## config.mk

```make
export PLATFORM = sky130hd
export DESIGN_NAME = mult_16_rr_sched
export DESIGN_NICKNAME = d
export VERILOG_FILES = /design/src/rtl/mult_16_rr_sched.sv
export SDC_FILE = /design/constraint.sdc
export NUM_CORES = 1
export LEC_CHECK = 0
export CORE_ASPECT_RATIO = 1.25
export CORE_UTILIZATION = 38
export DETAILED_ROUTE_END_ITERATION = 12
export PLACE_DENSITY = 0.84
export SLEW_MARGIN = 20
export SYNTH_ARGS = -nofsm -noshare
export SYNTH_HDL_FRONTEND = slang
export SYNTH_SLANG_ARGS = --single-unit
```

## constraint.sdc

```tcl
create_clock -name clk_i -period 3.7 [get_ports clk_i]
set_input_delay 0.74 -clock clk_i [delete_from_list [all_inputs] [get_ports clk_i]]
set_output_delay 0.74 -clock clk_i [all_outputs]
set_load 0.01 [all_outputs]
```

## src/rtl/mult_16_rr_sched.sv

```systemverilog
// rtl/mult_16_rr_sched.sv - round-robin scheduler sharing one pipelined fp16 multiplier
module mult_16_rr_sched #(
    parameter int NUM_REQ  = 4,
    parameter int MULT_LAT = 3,
    parameter int ID_W     = 2
) (
    input  logic                  clk_i,
    input  logic                  rst_i,
    input  logic                  hold_i,
    input  logic [NUM_REQ-1:0]    req_valid_i,
    output logic [NUM_REQ-1:0]    req_ready_o,
    input  logic [NUM_REQ*16-1:0] req_data_1_i,
    input  logic [NUM_REQ*16-1:0] req_data_2_i,
    output logic [15:0]           mult_data_1_o,
    output logic [15:0]           mult_data_2_o,
    input  logic [15:0]           mult_result_i,
    output logic                  rsp_valid_o,
    output logic [ID_W-1:0]       rsp_id_o,
    output logic [15:0]           rsp_data_o,
    output logic                  busy_o
);

    logic [ID_W-1:0] rr_ptr;
    logic            grant_found;
    logic [ID_W-1:0] grant_id;
    logic [ID_W-1:0] cand;
    logic [15:0]     win_a;
    logic [15:0]     win_b;

    logic            iss_v;
    logic [ID_W-1:0] iss_id;
    logic [MULT_LAT-1:0] tag_v;
    logic [ID_W-1:0] tag_id [MULT_LAT];

    function automatic logic [ID_W-1:0] rr_index(input logic [ID_W-1:0] base, input int offset);
        return ID_W'((int'(base) + offset) % NUM_REQ);
    endfunction

    // Search begins just after the last winner, so the last winner has lowest priority.
    always_comb begin
        grant_found = 1'b0;
        grant_id    = '0;
        cand        = '0;
        for (int i = 1; i <= NUM_REQ; i++) begin
            cand = rr_index(rr_ptr, i);
            if (!grant_found && req_valid_i[cand]) begin
                grant_found = 1'b1;
                grant_id    = cand;
            end
        end
        if (hold_i || rst_i) begin
            grant_found = 1'b0;
        end
    end

    always_comb begin
        req_ready_o = '0;
        if (grant_found) begin
            req_ready_o[grant_id] = 1'b1;
        end
    end

    assign win_a = req_data_1_i[{grant_id, 4'b0000} +: 16];
    assign win_b = req_data_2_i[{grant_id, 4'b0000} +: 16];

    always_ff @(posedge clk_i or posedge rst_i) begin
        if (rst_i) begin
            rr_ptr        <= ID_W'(NUM_REQ - 1);
            mult_data_1_o <= '0;
            mult_data_2_o <= '0;
            iss_v         <= 1'b0;
            iss_id        <= '0;
            tag_v         <= '0;
            for (int i = 0; i < MULT_LAT; i++) begin
                tag_id[i] <= '0;
            end
            rsp_valid_o   <= 1'b0;
            rsp_id_o      <= '0;
            rsp_data_o    <= '0;
        end else begin
            if (grant_found) begin
                rr_ptr        <= grant_id;
                mult_data_1_o <= win_a;
                mult_data_2_o <= win_b;
                iss_v         <= 1'b1;
                iss_id        <= grant_id;
            end else begin
                mult_data_1_o <= '0;
                mult_data_2_o <= '0;
                iss_v         <= 1'b0;
            end

            // Tags travel alongside the multiplier stages; hold_i never touches them.
            tag_v[0]  <= iss_v;
            tag_id[0] <= iss_id;
            for (int i = 1; i < MULT_LAT; i++) begin
                tag_v[i]  <= tag_v[i-1];
                tag_id[i] <= tag_id[i-1];
            end

            rsp_valid_o <= tag_v[MULT_LAT-1];
            if (tag_v[MULT_LAT-1]) begin
                rsp_data_o <= mult_result_i;
                rsp_id_o   <= tag_id[MULT_LAT-1];
            end
        end
    end

    assign busy_o = iss_v | (|tag_v);

endmodule
```

After elaboration in Yosys (flattened, before gate mapping)
Cells that the tools add are included.

operators by class
  add/sub/neg operators = 4
  $lt $le $gt $ge = 6
  shifts and indexed selects = 2
  mux-type cells = 23
  bitwise logic cells = 1
  reduce and logical (&&, ||, !) cells = 9

operator list
  operator               count
  $shiftx A64 B7 Y16     2
  $mux W16               2
  $lt A2 B3 Y1 const B   5
  $mux W1                11
  $bmux W1 S2            4
  $mux W2                4
  $add A2 B1 Y2 const B  2
  $add A2 B2 Y2 const B  2
  $logic_and A1 B1 Y1    4
  $mux W4                1
  $logic_not A1 Y1       3
  $reduce_or A3 Y1       1
  $demux W1 S2           1
  $ge A2 B1 Y1 const B   1
  $logic_or A1 B1 Y1     1
  $or A1 B1 Y1           1

storage, ports and cells
  register bits = 65
  bits of input ports = 151
  output and inout bits = 56
  word-level logic and storage cells = 57

Logic depth before layout (Yosys ltp)
  depth after elaboration = 18
  mapped depth = 8
  gate-level depth less buffers = 5

Least setup slack after synthesis
Ideal clock, no wire load.

  path type = in2out
  start = input req_valid_i[0]
  end = output req_ready_o[2]
  arrival time = 2.074 ns
  data required time = 2.960 ns
  path slack = 0.886 ns
  stages = 8
  buffers on the path = 3
  cell sequence = o21ai_1 -> o21ai_1 -> a211o_1 -> buf_6 -> or3_1 -> buf_2 -> buf_6 -> nor2_1

on the way
  longest elaborated chain between the ends = 17
  elaborated cells between the ends (all ways) = 29
  those cells by class = order compare: 2; mux: 20; reduce/logical: 7

RTL lines
  element                                                                    RTL line  text
  start, declared                                                            10        input logic [NUM_REQ-1:0] req_valid_i,
  $bmux W1 S2                                                                46        if (!grant_found && req_valid_i[cand]) begin
  $mux W1 (not written as such)                                              46
  $mux W1                                                                    46
  $logic_not A1 Y1                                                           46
  $logic_and A1 B1 Y1                                                        46
  $mux W1                                                                    46
  $logic_not A1 Y1                                                           46
  $logic_and A1 B1 Y1                                                        46
  $mux W1                                                                    46
  $logic_not A1 Y1                                                           46
  $logic_and A1 B1 Y1                                                        46
  $mux W2                                                                    46
  $lt A2 B3 Y1 (not written as such) / $ge A2 B1 Y1 (equally long branches)  59        req_ready_o[grant_id] = 1'b1;
  $logic_and A1 B1 Y1 (not written as such)                                  59
  $mux W1 (not written as such)                                              59
  $demux W1 S2                                                               59
  $mux W4 *                                                                  58        if (grant_found) begin
  end, declared                                                              11        output logic [NUM_REQ-1:0] req_ready_o,

Mark *: on every way between the ends. The rest lies on a longest branch, timed or not. The select of a mux whose other input is x is not followed.

Final worst setup path
  start = input req_valid_i[0]
  end = output req_ready_o[3]

The elaborated chain is that of the path after synthesis.

==> flow_metrics.py <==
metrics = {
    "run_status": {
        "outcome": "complete, no violations",
    },
    "logic_synthesis": {
        "yosysSeqAreaShare_pct": 55.31,
        "post_synth.cell_area_avg_um2": 12.98,
        "synthTopCellsByArea": "dfrtp_1 54%, mux2i_1 22%, mux2_2 6.9%",
        "synth-seq-cells": 65,
        "synthMuxAreaShare_pct": 28.97,
        "synthSimpleGateAreaFrac_pct": 1.954,
        "synth-edff-count": 0,
        "synth-adder-area-share_pct": 0,
        "synth.top_cells.by_count": "65 x mux2i_1, 63 x dfrtp_1, 32 x o22ai_1, 18 x mux2_2",
        "synth_area_um2": 2945,
        "yosysMostFrequentCell": "mux2i_1",
        "synthCells": 227,
        "synth-xor-area-share_pct": 0,
        "ys_warn_count": 0,
        "synth_compound_area_share_pct": 9.898,
        "synth_top_family_by_area": "multiplexers",
        "synth_flop_cell": "dfrtp_1",
        "yosys.area.top_type": "dfrtp_1",
        "async_flop_share_pct": 100.0,
        "synth_top_area_share_pct": 53.53,
        "syn_nets": 378,
        "ys_types": 23,
    },
    "clock_network": {
        "cts_tree": "built",
        "cts.repair.resized": 0,
        "postCtsSetupBuffers": 0,
        "cts.sinks": 65,
        "clk_latency_ns": 0.33,
        "cts_root_buf": "clkbuf_8",
        "clk_pin_slew_worst_paths_ns": 0.06,
        "cts_inserted_buffers": 9,
        "cts_max_level": 3,
        "cts_max_path_buffers": 2,
        "cts_hold_buffers": 0,
    },
    "power": {
        "peakVddDrop_v": 0.0002766,
        "power.density_nw_per_um2": 423.7,
        "p_leak_nw": 2.332,
        "power.total_mw": 2.243,
    },
    "global_route": {
        "grt_overflow_total": 0,
        "grt_pass1_vias": 2819,
        "grt_pass1_wl_um": 13020,
        "grt_util_all_layers_pct": 21.32,
        "antenna_found_initial": 0,
        "grt_max_degree": 53,
    },
    "layout": {
        "final_cells": 530,
        "nNetsFinal": 584,
        "drive_gt1_share_pct": 9.589,
        "antenna_cells": 0,
        "syn_to_final_growth_pct": 79.78,
        "final_cell_area_um2": 5295,
    },
    "place": {
        "gp_congestion": 0.7211,
        "pre_cts_ws_ns": 0.1552,
        "postPlaceCellArea_um2": 5072,
        "io_buffers": 206,
        "post-place-cells": 514,
        "dp_hpwl_um": 6406,
    },
    "critical_path": {
        "endpoint": "req_ready_o[3]",
        "criticalPathCategory": "primary input to output pin",
        "max_stage_delay_ns": 0.56,
        "cp_max_fo": 5,
        "arrival_ns": 2.80,
        "reg2reg_slack_ns": 1.17,
        "reg2regPathDepth": 6,
        "critical_path_required_ns": 2.96,
        "rr_startpoint": "rr_ptr[1]$_DFFE_PP1P_",
        "worstPathCellList": "clkdlybuf4s50_1 > o21ai_1 > o21ai_1 > a211o_1 > or3_1 > nor2_1 > clkdlybuf4s50_1",
        "reg2reg_to": "mult_data_2_o[10]$_DFF_PP0_",
        "cp_slowest_cell": "clkdlybuf4s50_1",
        "crit_start": "req_valid_i[0]",
        "start_kind": "primary input",
        "cp-end-kind": "output pin",
    },
    "hold_path": {
        "whs_path_depth": 0,
        "hold_class": "flop to flop",
    },
    "sta": {
        "hold_viol_final": 0,
        "min_period_ns": 3.542,
        "relSlewSlack_pct": 50.38,
        "slew_viol_final": 0,
        "worst_slew_pin_slew_ns": 0.7444,
        "fin_skew_ns": 0.01593,
        "fmax_mhz": 282.3,
        "min_period_over_period_pct": 95.74,
        "fin_ws_ns": 0.1577,
        "rsz0062_at_grt": "false",
        "setup_tns_ns": 0,
        "finalSetupViolCount": 0,
    },
    "route": {
        "via_per_inst": 4.992,
        "finalWirelength_um": 8302,
        "num_vias": 2646,
        "drc": 0,
        "drt-initial-drc-count": 67,
        "postRouteAntennaNets": 0,
        "drtPass1Iterations": 4,
        "wl_per_cell_um": 15.66,
    },
    "floorplanning": {
        "pin_count": 207,
        "dieArea_um2": 8109,
        "die_y_um": 100.4,
        "rows": 35,
        "core_um2": 7445,
        "die_w_um": 80.75,
        "start_util_pct": 39.56,
    },
    "run": {
        "drv_cap": 0,
    },
}
==> worst min-delay path by stage <==
stage | startpoint | to
detailed placement | tag_id[3]$_DFF_PP0_ | tag_id[1]$_DFF_PP0_
finish | tag_id[3]$_DFF_PP0_ | tag_id[1]$_DFF_PP0_
floorplan | tag_id[2]$_DFF_PP0_ | tag_id[0]$_DFF_PP0_
global route | tag_id[4]$_DFF_PP0_ | tag_id[2]$_DFF_PP0_
CTS | tag_id[3]$_DFF_PP0_ | tag_id[1]$_DFF_PP0_
global placement | tag_id[4]$_DFF_PP0_ | tag_id[2]$_DFF_PP0_
==> report_power, final <==
part	internal, mW	leakage (nW)	total (mW)	switching, mW
Combinational	0.439	1.40	0.715	0.276
Clock	0.418	0.111	0.667	0.249
Sequential	0.815	0.822	0.862	0.0467
==> placed cells by master, fill, tap and decap left out, drive strengths merged <==
cell,instances
a211o,1
a211oi,1
a21oi,1
a311oi,1
buf,6
bufinv,2
clkbuf,14
clkdlybuf4s50,206
dfrtp,63
dfstp,2
inv,5
mux2,18
mux2i,65
nand2,5
nor2,5
nor2b,1
o21a,2
o21ai,4
o221a,1
o221ai,1
o22ai,32
or3,1
or4,1
==> per-stage QoR <==
step / util, % / hold slack [ns]
2_1_floorplan: - / 0.3312
3_3_place_gp: 68.13 / 0.3314
3_5_place_dp: 68.13 / 0.3347
4_1_cts: 71.13 / 0.3449
5_1_grt: 71.13 / 0.3625
6_report: 71.13 / 0.3467
==> logic make-up (layout without fill, tap and decap cells) <==
| family | Yosys count | count (layout) |
|---|---|---|
| muxes | 83 | 83 |
| AOI/OAI and AO/OA | 44 | 44 |
| and+or+nand+nor | 13 | 13 |
| DFF | 65 | 65 |
| buffers and inverters | 22 | 233 |
==> metal layers <==
layer	vias up	wire length (um)	track usage [%]	share of wire (%)
li1	1253	-	-	-
met1	1241	2982	23.35	36
met2	128	4536	38.01	55
met3	24	512	4.273	6.2
met4	0	270	11.54	3.3
met5	-	0	0	0
==> flip-flops by register name, indices dropped and copies added, names as in the netlist <==
register / cells
rsp_valid_o: 1
iss_v: 1
rr_ptr: 2
mult_data_1_o: 16
rsp_data_o: 16
tag_id: 6
rsp_id_o: 2
mult_data_2_o: 16
tag_v: 3
iss_id: 2
==> cell type report <==
class,instances,area [um2]
flip-flops and latches,65,1629
multi-input cells,140,1202
clock buffers,14,162.7
repair buffers,212,2107
well taps,92,115.1
fillers,584,2150
clock inverters,2,60.06
inverters,5,18.77
==> critical path: cells and delay by family <==
kind / cells / cell delay, ns
compound gates: 3 / 0.53
buf+inv: 2 / 1.02
simple gates: 2 / 0.51
(Power assumes the default switching activity.)
